## src/rtl/muldiv_sequencer.sv

```systemverilog
//==============================================================================
// Module   : muldiv_sequencer
// Purpose  : Multi-cycle MUL / UDIV unit for EX; one bit per cycle, stalls the pipe.
// Revision : 1.0 - initial release
//==============================================================================
`default_nettype none

module muldiv_sequencer #(
  parameter int          WIDTH       = 64,
  parameter logic [10:0] MUL_OPCODE  = 11'b10011011000,
  parameter logic [10:0] UDIV_OPCODE = 11'b10011010110
) (
  input  logic             clk,
  input  logic             reset,
  input  logic             start_i,
  input  logic [10:0]      opcode_i,
  input  logic [WIDTH-1:0] operand_a_i,
  input  logic [WIDTH-1:0] operand_b_i,
  input  logic             flush_i,
  output logic             stall_o,
  output logic             busy_o,
  output logic             done_o,
  output logic             illegal_o,
  output logic [WIDTH-1:0] result_o
);

  localparam int CW = $clog2(WIDTH);

  localparam logic [1:0] c_IDLE    = 2'd0;
  localparam logic [1:0] c_MUL_RUN = 2'd1;
  localparam logic [1:0] c_DIV_RUN = 2'd2;
  localparam logic [1:0] c_DONE    = 2'd3;

  logic [1:0]       state_q, state_d;
  logic [CW-1:0]    count_q, count_d;
  logic [WIDTH-1:0] a_q, a_d;
  logic [WIDTH-1:0] b_q, b_d;
  // Shared register: product accumulator in MUL, partial remainder in UDIV.
  logic [WIDTH-1:0] acc_q, acc_d;
  logic [WIDTH-1:0] result_q, result_d;
  logic             busy_q, busy_d;
  logic             done_q, done_d;
  logic             illegal_q, illegal_d;

  logic             w_is_mul, w_is_div, w_legal, w_last;
  logic [WIDTH-1:0] w_mul_add, w_acc_sum;
  logic [WIDTH:0]   w_rem_sh;
  logic             w_ge;
  logic [WIDTH-1:0] w_rem_sub, w_quo;

  assign w_is_mul  = (opcode_i == MUL_OPCODE);
  assign w_is_div  = (opcode_i == UDIV_OPCODE);
  assign w_legal   = w_is_mul | w_is_div;
  assign w_last    = (count_q == CW'(WIDTH - 1));

  assign w_mul_add = b_q[0] ? a_q : '0;
  assign w_acc_sum = acc_q + w_mul_add;

  assign w_rem_sh  = {acc_q, a_q[WIDTH-1]};
  assign w_ge      = (w_rem_sh >= {1'b0, b_q});
  // Only consumed when w_ge holds, so the difference always fits in WIDTH bits.
  assign w_rem_sub = w_rem_sh[WIDTH-1:0] - b_q;
  assign w_quo     = {a_q[WIDTH-2:0], w_ge};

  always_comb begin
    state_d   = state_q;
    count_d   = count_q;
    a_d       = a_q;
    b_d       = b_q;
    acc_d     = acc_q;
    result_d  = result_q;
    done_d    = 1'b0;
    illegal_d = 1'b0;

    case (state_q)
      c_IDLE: begin
        if (start_i) begin
          if (w_is_mul) begin
            a_d     = operand_a_i;
            b_d     = operand_b_i;
            acc_d   = '0;
            count_d = '0;
            state_d = c_MUL_RUN;
          end else if (w_is_div) begin
            if (operand_b_i != '0) begin
              a_d     = operand_a_i;
              b_d     = operand_b_i;
              acc_d   = '0;
              count_d = '0;
              state_d = c_DIV_RUN;
            end else begin
              result_d = '0;
              done_d   = 1'b1;
              state_d  = c_DONE;
            end
          end else begin
            illegal_d = 1'b1;
          end
        end
      end
      c_MUL_RUN: begin
        acc_d   = w_acc_sum;
        a_d     = a_q << 1;
        b_d     = b_q >> 1;
        count_d = count_q + CW'(1);
        if (w_last) begin
          count_d  = '0;
          result_d = w_acc_sum;
          done_d   = 1'b1;
          state_d  = c_DONE;
        end
      end
      c_DIV_RUN: begin
        acc_d   = w_ge ? w_rem_sub : w_rem_sh[WIDTH-1:0];
        a_d     = w_quo;
        count_d = count_q + CW'(1);
        if (w_last) begin
          count_d  = '0;
          result_d = w_quo;
          done_d   = 1'b1;
          state_d  = c_DONE;
        end
      end
      default: begin
        state_d = c_IDLE;
      end
    endcase

    if (flush_i) begin
      state_d   = c_IDLE;
      count_d   = '0;
      result_d  = result_q;
      done_d    = 1'b0;
      illegal_d = 1'b0;
    end

    busy_d = (state_d == c_MUL_RUN) || (state_d == c_DIV_RUN);
  end

  always_ff @(posedge clk or posedge reset) begin
    if (reset) begin
      state_q   <= c_IDLE;
      count_q   <= '0;
      a_q       <= '0;
      b_q       <= '0;
      acc_q     <= '0;
      result_q  <= '0;
      busy_q    <= 1'b0;
      done_q    <= 1'b0;
      illegal_q <= 1'b0;
    end else begin
      state_q   <= state_d;
      count_q   <= count_d;
      a_q       <= a_d;
      b_q       <= b_d;
      acc_q     <= acc_d;
      result_q  <= result_d;
      busy_q    <= busy_d;
      done_q    <= done_d;
      illegal_q <= illegal_d;
    end
  end

  // Combinational so the issuing instruction is held in its own cycle.
  assign stall_o   = ((state_q == c_IDLE) && start_i && w_legal) || busy_q;
  assign busy_o    = busy_q;
  assign done_o    = done_q;
  assign illegal_o = illegal_q;
  assign result_o  = result_q;

endmodule

`default_nettype wire

```

## config.mk

```make
export PLATFORM = sky130hd
export DESIGN_NAME = muldiv_sequencer
export DESIGN_NICKNAME = d
export VERILOG_FILES = /design/src/rtl/muldiv_sequencer.sv
export SDC_FILE = /design/constraint.sdc
export NUM_CORES = 1
export LEC_CHECK = 0
export CORE_ASPECT_RATIO = 1.4
export CORE_UTILIZATION = 40
export DETAILED_ROUTE_END_ITERATION = 8
export PLACE_DENSITY = 0.58
export SETUP_SLACK_MARGIN = 0.5
export SYNTH_ARGS = -nofsm -noshare
export SYNTH_HDL_FRONTEND = slang
export SYNTH_SLANG_ARGS = --single-unit
```

## constraint.sdc

```tcl
create_clock -name clk -period 19 [get_ports clk]
set_clock_uncertainty 0.05 [all_clocks]
set_input_delay 3.8 -clock clk [delete_from_list [all_inputs] [get_ports clk]]
set_output_delay 3.8 -clock clk [all_outputs]
set_load 0.005 [all_outputs]
```

==> results by group <==
Run status
  – Status: complete, no violations

Detailed routing
  – Post-DRT Antenna Nets: 0
  – Routed via count: 20300
  – Vias per std cell: 6.01
  – Iter 0 DRT Violations: 1233
  – Routed len/inst: 23.3 µm
  – Routed Wire Length: 78600 µm
  – Drt pass-1 iters: 5
  – Post-route DRC: 0

Critical path
  – WS Path Type: input port to output pin
  – CP max FO: 4
  – Crit end category: output pin
  – Critical Path RT: 15150 ps
  – Worst Path Arrival: 5730 ps
  – Startpoint Class: input port

Synth
  – Post-Syn Area: 20900 µm²
  – Yosys reg bits: 267
  – Syn Inst Count: 2600
  – Synth area leader: dfrtp_1
  – Post-synthesis cell type count: 76
  – Syn_nets: 2878
  – EDFF count, synth: 0
  – Sequential-to-total area share from yosys stat: 32.0%
  – Synth top area share: 32.0%
  – FFs w/ async S/R, synth: 100%
  – Ys Warns: 0
  – Synth area leaders: dfrtp_1 (32%), ha_1 (8.0%), a21oi_1 (6.0%)
  – Avg Synthesized Cell Area: 8.03 µm²
  – Commonest register cell after synthesis: dfrtp_1

Cells and area
  – Layout Nets: 2977
  – Finished Cell Area: 24500 µm²
  – Layout Cells excl Fill: 3372
  – Final core utilization: 47.9%
  – Layout area overhead: 17.5%
  – Antenna cells: 0
  – Layout cells sized above 1: 4.70%

Timing
  – RSZ-0062 raised after global routing: false
  – Setup-failing EPs final: 0
  – Post-route worst setup slack: 9420 ps
  – Least-Margin Pin Slew: 1190 ps
  – Post-layout min period: 9580 ps
  – Fmax: 0.104 GHz
  – Pins Over Slew Limit: 0
  – WHS: 432 ps
  – Max_slew headroom: 20.3%
  – Final worst-path cycle share: 50.4%
  – Final Hold Fails: 0
  – Final TNS setup: 0 ps

Floorplanning
  – Initial Util: 40.7%
  – Rows: 98
  – Die area: 53100 µm²
  – Die X: 195 µm
  – CORE AREA: 51300 µm²
  – Ports: 211
  – Die Span Y: 272 µm

Clock tree
  – Num CTS Buffers: 30
  – Clock root buffer: clkbuf_16
  – CTS Buffer Depth: 3
  – Worst-skew pair later-pin latency: 610 ps
  – Clock Pin Slew Worst Setup and Hold Paths: 60 ps
  – Sink Count: 267
  – H-Tree Depth: 1
  – TritonCTS clock tree: built
  – Quantity of gates resized following cts: 0
  – Cts hold-fix bufs: 0
  – Post-CTS Setup Repair Bufs: 0

Power and ir drop
  – Pwr dens: 78.8 nW/µm²
  – Pwr Total: 1.93 mW
  – Peak supply drop: 0.0732 mV
  – Leakage dissipation: 10.4 nW

Global routing
  – Antenna violations before repair: 0
  – Largest net degree at the start of global routing: 111
  – First-pass GRT wire length: 120000 µm
  – Grt total ovfl: 0
  – GRT Resource Usage Total: 29.3%
  – Vias in the first global route: 20800

Flow run
  – Max Cap Violations: 0

Placed design
  – DP Wirelength: 60400 µm
  – Port bufs: 210
  – Area after DPL: 23400 µm²
  – Worst slack, placed: 9400 ps
  – Placed cell count: 3317
  – Routability cong.: 1.00

Min path
  – HP Class: flip-flop to flip-flop
## report_power, final
| group | total, mW | internal (mW) | switching [mW] |
|---|---|---|---|
| clock | 0.683 | 0.421 | 0.262 |
| combinational | 0.560 | 0.221 | 0.339 |
| sequential | 0.689 | 0.618 | 0.0713 |
## synth_stat cells (7+ instances only)
master,n
nand4_1,42
and2_1,75
a21oi_1,251
o21ai_1,11
a221oi_1,91
nor2_1,333
nor4_1,25
a21o_1,45
a22oi_1,57
buf_2,10
a32oi_1,15
o211ai_1,15
mux2i_1,73
a31oi_1,20
and3_1,28
nand3_1,43
xnor2_1,64
o21a_1,19
xor2_1,50
or3_1,7
mux2_2,23
nor3_1,31
dfrtp_1,267
clkbuf_1,149
nand2b_1,13
ha_1,133
o31ai_1,19
nand2_1,230
o21ai_0,188
o21bai_1,29
a211oi_1,19
inv_1,109
nor2b_1,14
## per-layer routing
metal  GRT usage, %  vias up  share of wire (%)
met4           20.3        0                7.5
met1           29.6     9799                 35
met5              0        -                  0
met3           2.71      232                3.4
met2           56.2      582                 54
li1               -     9659                  -
## cell families after synthesis
logic type      synth area share [%]
mux                             4.74
buf+inv                         4.99
compound gates                  26.5
xor+xnor                        4.78
simple gates                    18.9
flops                           32.0
fa+ha+maj                       8.16
## cells in the final DEF (no fill, tap or decap), types with 14 or more instances in the layout
cell | Yosys | routed
mux2i_1 | 73 | 73
dfrtp_1 | 267 | 267
mux2_2 | 23 | 23
nand2_1 | 230 | 229
buf_4 | 1 | 20
o31ai_1 | 19 | 19
and3_1 | 28 | 28
a221oi_1 | 91 | 91
a21o_1 | 45 | 45
o21a_1 | 19 | 19
a31oi_1 | 20 | 20
and2_1 | 75 | 73
clkdlybuf4s50_1 | 0 | 210
inv_1 | 109 | 107
clkbuf_16 | 0 | 30
nor4_1 | 25 | 25
nand4_1 | 42 | 42
a32oi_1 | 15 | 15
a211oi_1 | 19 | 19
a21oi_1 | 251 | 250
o211ai_1 | 15 | 15
ha_1 | 133 | 131
xnor2_1 | 64 | 64
a22oi_1 | 57 | 57
xor2_1 | 50 | 50
nand3_1 | 43 | 43
nor2b_1 | 14 | 14
o21bai_1 | 29 | 29
o21ai_0 | 188 | 188
nor3_1 | 31 | 31
nor2_1 | 333 | 332
## flip-flops by register name, summed over array words and instances, names as in the netlist
signal / cells
a_q: 64
acc_q: 64
b_q: 64
result_o: 64
count_q: 6
state_q: 2
busy_o: 1
done_o: 1
illegal_o: 1
## final timing paths
path	from	to	slack (ps)	cells after the start
worst max-delay path	opcode_i[9]	stall_o	9420	8
worst min-delay path	result_o[37]	result_o[37]	430	2
worst max register to register	b_q[0]	acc_q[13]	13670	14
worst min register to register	result_o[37]	result_o[37]	430	2
max in group asynchronous	reset	b_q[7]	13760	3
min in group asynchronous	reset	a_q[55]	3670	2
## layout make-up
cell class / instances / area [µm²]
tap: 650 / 813
clock inverter: 17 / 312
clock buffer: 38 / 841
inverter: 110 / 420
fill: 5107 / 26700
timing repair buffer: 230 / 2250
multi-input combinational: 2060 / 13200
sequential: 267 / 6680
## critical path, stage by stage
cell	delay (ps)
clkdlybuf4s50_1	400
nor4b_1	300
nand4_1	210
a21oi_1	200
and2_1	180
nand2_1	70
nand2b_1	80
clkdlybuf4s50_1	490
No activity file was read; power rests on OpenSTA's default activity.
